`src/rtl/mdp_packet_writer.sv`:
```
// Serializes one MSG_BYTES-wide message, MSB byte first, into byte-wide Avalon-MM writes.
// Define MDP_WRITER_CHECKSUM_EN to append an XOR checksum write after the final message byte.
module mdp_packet_writer #(
  parameter int MSG_BYTES  = 37,
  parameter int ADDR_W     = 3,
  parameter int GAP_CYCLES = 0
) (
  input  logic                   clk_i,
  input  logic                   reset_n_i,
  input  logic [8*MSG_BYTES-1:0] msg_data_i,
  input  logic                   msg_valid_i,
  output logic                   msg_ready_o,
  output logic [ADDR_W-1:0]      av_address_o,
  output logic [7:0]             av_writedata_o,
  output logic                   av_write_o,
  output logic                   av_chipselect_o,
  input  logic                   av_waitrequest_i,
  output logic                   busy_o,
  output logic                   done_o,
  output logic [7:0]             byte_count_o
);

  localparam int MSG_W  = 8 * MSG_BYTES;
  localparam int IDX_N  = $clog2(MSG_BYTES + 2);
  localparam int IDX_W  = (IDX_N > ADDR_W) ? IDX_N : ADDR_W;
  localparam int GAP_W  = (GAP_CYCLES > 1) ? $clog2(GAP_CYCLES) : 1;
`ifdef MDP_WRITER_CHECKSUM_EN
  localparam int LAST_IDX = MSG_BYTES;
`else
  localparam int LAST_IDX = MSG_BYTES - 1;
`endif

  typedef enum logic [1:0] {IDLE, WRITE, GAP, DONE} state_t;

  state_t             state_q, state_d;
  logic [MSG_W-1:0]   shift_q, shift_d;
  logic [IDX_W-1:0]   idx_q, idx_d;
  logic [7:0]         count_q, count_d;
  logic [GAP_W-1:0]   gap_q, gap_d;
  logic [7:0]         wr_byte;
  logic               accept;

`ifdef MDP_WRITER_CHECKSUM_EN
  logic [7:0] xor_q, xor_d;

  // Index MSG_BYTES is the checksum slot; its address falls out of idx_q naturally.
  assign wr_byte = (idx_q == IDX_W'(MSG_BYTES)) ? xor_q : shift_q[MSG_W-1 -: 8];

  always_comb begin
    xor_d = xor_q;
    if (state_q == IDLE && msg_valid_i) begin
      xor_d = 8'h00;
    end else if (accept) begin
      xor_d = xor_q ^ wr_byte;
    end
  end

  always_ff @(posedge clk_i or negedge reset_n_i) begin
    if (!reset_n_i) begin
      xor_q <= 8'h00;
    end else begin
      xor_q <= xor_d;
    end
  end
`else
  assign wr_byte = shift_q[MSG_W-1 -: 8];
`endif

  assign accept = (state_q == WRITE) && !av_waitrequest_i;

  always_comb begin
    state_d = state_q;
    shift_d = shift_q;
    idx_d   = idx_q;
    count_d = count_q;
    gap_d   = gap_q;
    case (state_q)
      IDLE: begin
        if (msg_valid_i) begin
          shift_d = msg_data_i;
          idx_d   = '0;
          count_d = 8'h00;
          state_d = WRITE;
        end
      end
      WRITE: begin
        if (accept) begin
          shift_d = {shift_q[MSG_W-9:0], 8'h00};
          idx_d   = idx_q + IDX_W'(1);
          if (count_q != 8'hFF) begin
            count_d = count_q + 8'd1;
          end
          if (idx_q == IDX_W'(LAST_IDX)) begin
            state_d = DONE;
          end else if (GAP_CYCLES > 0) begin
            state_d = GAP;
            gap_d   = GAP_W'(GAP_CYCLES - 1);
          end
        end
      end
      GAP: begin
        if (gap_q == '0) begin
          state_d = WRITE;
        end else begin
          gap_d = gap_q - GAP_W'(1);
        end
      end
      DONE:    state_d = IDLE;
      default: state_d = IDLE;
    endcase
  end

  always_ff @(posedge clk_i or negedge reset_n_i) begin
    if (!reset_n_i) begin
      state_q <= IDLE;
      shift_q <= '0;
      idx_q   <= '0;
      count_q <= 8'h00;
      gap_q   <= '0;
    end else begin
      state_q <= state_d;
      shift_q <= shift_d;
      idx_q   <= idx_d;
      count_q <= count_d;
      gap_q   <= gap_d;
    end
  end

  // Bus outputs are forced to zero outside WRITE so an abort leaves the slave port quiet.
  always_comb begin
    msg_ready_o     = (state_q == IDLE);
    busy_o          = (state_q != IDLE);
    done_o          = (state_q == DONE);
    av_write_o      = (state_q == WRITE);
    av_chipselect_o = (state_q == WRITE);
    av_address_o    = '0;
    av_writedata_o  = 8'h00;
    if (state_q == WRITE) begin
      av_address_o   = idx_q[ADDR_W-1:0];
      av_writedata_o = wr_byte;
    end
    byte_count_o = count_q;
  end

endmodule

```
`config.mk`:
```
export PLATFORM = sky130hd
export DESIGN_NAME = mdp_packet_writer
export DESIGN_NICKNAME = d
export VERILOG_FILES = /design/src/rtl/mdp_packet_writer.sv
export SDC_FILE = /design/constraint.sdc
export NUM_CORES = 1
export LEC_CHECK = 0
export CORE_ASPECT_RATIO = 0.8
export CORE_MARGIN = 2
export CORE_UTILIZATION = 35
export DETAILED_ROUTE_END_ITERATION = 8
export SYNTH_ARGS = -nofsm -noshare
export SYNTH_HDL_FRONTEND = slang
export SYNTH_SLANG_ARGS = --single-unit
```
`constraint.sdc`:
```
create_clock -name clk_i -period 1.7 [get_ports clk_i]
set_input_delay 0.34 -clock clk_i [delete_from_list [all_inputs] [get_ports clk_i]]
set_output_delay 0.34 -clock clk_i [all_outputs]
set_load 0.02 [all_outputs]
```
==> impl_metrics.toml <==
[outcome]
status = "finished with violations"
violations = "negative setup slack"

[die]
start_util = 0.3559
die_h_um = 183.3
rows = 65
core-area_um2 = 39530
die_w_um = 228.1
ios = 324
die_area_um2 = 41820

[drt]
vias = 14049
dr.pass1.iters = 5
wl_per_cell_um = 19.60
drtIter0Drc = 1300
final_antenna_net_count = 0
wl_um = 52120
drc = 0
routed_via_density = 5.284

[worst_setup_path]
path_class = "flop to flop"
start_kind = "flop"
crit_top_cell = "buf_12"
arrival_ns = 2.42
crit_path_cell_trace = "buf_4 -> nand2b_4 -> a21oi_4 -> buf_12 -> buf_12 -> buf_12 -> buf_12 -> bufbuf_16 -> nor2_1 -> a31oi_1"
slowest_stage = "dfrtp_1"
end_kind = "flop"
critPathMaxFanout = 4
crit_required_ns = 2.12
cpPeakStageDelay_ns = 0.43

[yosys]
synth_edf_count = 0
synth_most_common_cell = "nand2_1"
synth_warnings = 0
synth.distinct_cells = 37
syn_inst = 1689
yosysTopAreaCell = "dfrtp_1"
synth.area.top_cells = "dfrtp_1 (56%), nand2_1 (16%), a31oi_1 (13%), nor2_1 (7.9%), buf_2 (3.0%)"
synthArstFlopShare = 1.000
synth_area_per_cell_um2 = 8.329
dominantRegCellSynth = "dfrtp_1"
yosys-top-cells-count = "nand2_1 (582), dfrtp_1 (312), nor2_1 (295), a31oi_1 (288), buf_2 (85)"
syn-cell-area_um2 = 14070
synth_top_area_frac = 0.5550
synth.net_count = 1992
ys_seq_area_frac = 0.5550
ys_seq_elements = 312

[global_route]
grt_pass1_vias = 14022
grt_remaining_overflow = 0
grt_pass1_wl_um = 78680
antenna_found_initial = 2
grt.total_usage = 0.2366
grt_max_degree = 64

[clock_network]
numCtsBuffers = 34
path_clk_slew_ns = 0.07
clockBufferDepth = 3
root_buffer = "clkbuf_16"
numClockSinks = 312
clk_latency_ns = 0.52
cts_tree = "yes"
htreeDepth = 2

[job]
cap_violations = 0

[hold_path]
hold_path.class = "primary input to async pin"

[sta]
slew-limit-headroom = 0.7653
worstMarginPinSlew_ns = 0.3521
setup_ws_ns = -0.2919
period_minus_slack_ns = 1.992
setup_viol = 323
holdWs_ns = 0.2816
timing.fmax_mhz = 502.0
skew_ns = 0.02374
rsz0062_at_grt = "true"
fin_crit_sh = 1.172
final_max_slew_viol_count = 0
hold_violations = 0

[placement]
dpl-instance-area_um2 = 18190
dp_hpwl_um = 28850
port_buffers = 323
gp_congestion = 0.7997

[pwr]
ir_worst_vdd_v = 0.0006229
p_per_area_nw_per_um2 = 1378
p_total_uw = 30920
power_leakage_uw = 0.009708

[final_layout]
nets = 2400
drive_above_1_share = 0.1457
nFillCells = 3476
fin_area_um2 = 22430
utilization = 0.5676
area_growth_pct = 59.47
[stage by stage]
step	TNS, ns	std cells	setup WS, ns
floorplan	0	1689	0.01748
CTS	-20.82	2624	-0.3002
finish	-36.32	2659	-0.2919
global route	-54.56	2659	-0.3434
detailed placement	-72.44	2480	-0.3137
global placement	-62.57	2480	-0.2856
[power breakdown]
| part | leakage [µW] | switching [µW] | total (µW) | internal (µW) |
|---|---|---|---|---|
| registers | 0.00320 | 1890 | 12300 | 10500 |
| logic | 0.00593 | 5260 | 10800 | 5490 |
| clock network | 0.000579 | 3090 | 7830 | 4740 |
[kinds of logic (layout without fill, tap and decap cells)]
kind of cell | after synthesis | in the layout | synth area share
other cells | 0 | 2 | 0
xor+xnor | 2 | 2 | 0.001245
fa+ha+maj | 3 | 3 | 0.002669
compound gates | 316 | 316 | 0.1435
flops | 312 | 312 | 0.5550
simple gates | 917 | 917 | 0.2519
buf+inv | 138 | 570 | 0.04492
mux | 1 | 1 | 0.0008004
[routing by layer]
layer | wire (µm) | global-route usage | up-vias
li1 | - | - | 6518
met1 | 23530 | 0.3418 | 6918
met2 | 24010 | 0.3676 | 544
met3 | 3315 | 0.03747 | 69
met4 | 1267 | 0.06902 | 0
met5 | 0 | 0 | -
[final timing paths]
check                           slack (ns)  cells after the start      endpoint           start
worst max-delay path                 -0.29                     10   shift_q[29]      state_q[0]
worst min-delay path                  0.28                      2  shift_q[142]       reset_n_i
worst max register to register       -0.29                     10   shift_q[29]      state_q[0]
worst min register to register        0.51                      1    shift_q[4]      shift_q[4]
max in group asynchronous             0.70                      4  shift_q[293]       reset_n_i
min in group clk_i                    0.38                      3   shift_q[91]  msg_data_i[91]
[flip-flops by register name, indices dropped and copies added (netlist names)]
register      count
shift_q         296
byte_count_o      8
idx_q             6
state_q           2
[what timing repair did]
action,in CTS,in global routing
setup buffers,38,15
hold buffers,1,0
pin swaps,1,6
endpoints found under the setup margin,177,324
hold endpoints to repair,91,0
resized for setup,194,59
cloned,45,22
[cell type report]
type                            instances  area [µm²]  share of cell area
Antenna cell                            2       5.005           0.0002231
Multi-Input combinational cell       1239        5954              0.2654
Sequential cell                       312        7807              0.3480
Clock buffer                           47        1001             0.04462
Clock inverter                         13       177.7            0.007920
Tap cell                              536       670.6             0.02990
Inverter                                5       26.28            0.001171
Timing Repair Buffer                  505        6790              0.3027
[critical path: cells and delay by family (launching register included)]
family	cells	cell delay (ns)
buffers and inverters	6	0.85
flip-flops	1	0.43
AO/OA/AOI/OAI	2	0.40
AND/OR/NAND/NOR	2	0.20
[layout by cell type, fill, tap and decap left out, types with 4 or more instances in the layout]
cell type        instances
nor2_2                  16
buf_4                   41
clkbuf_1                 4
o21ai_0                  4
clkdlybuf4s50_1        298
nor3_1                   5
buf_16                  45
bufbuf_16               11
bufinv_16                4
a31oi_4                 10
clkdlybuf4s15_2          5
a22o_1                   9
a31oi_2                  7
dfrtp_1                312
buf_8                   13
a31oi_1                271
and3_1                   6
dlygate4sd2_1            4
nor2_1                 277
nand2_1                581
clkbuf_16               55
nand3_1                  5
buf_12                  41
and2_1                  10
buf_6                   24
clkbuf_8                 8
clkinv_2                 5
Power figures use the tool's default switching activity.
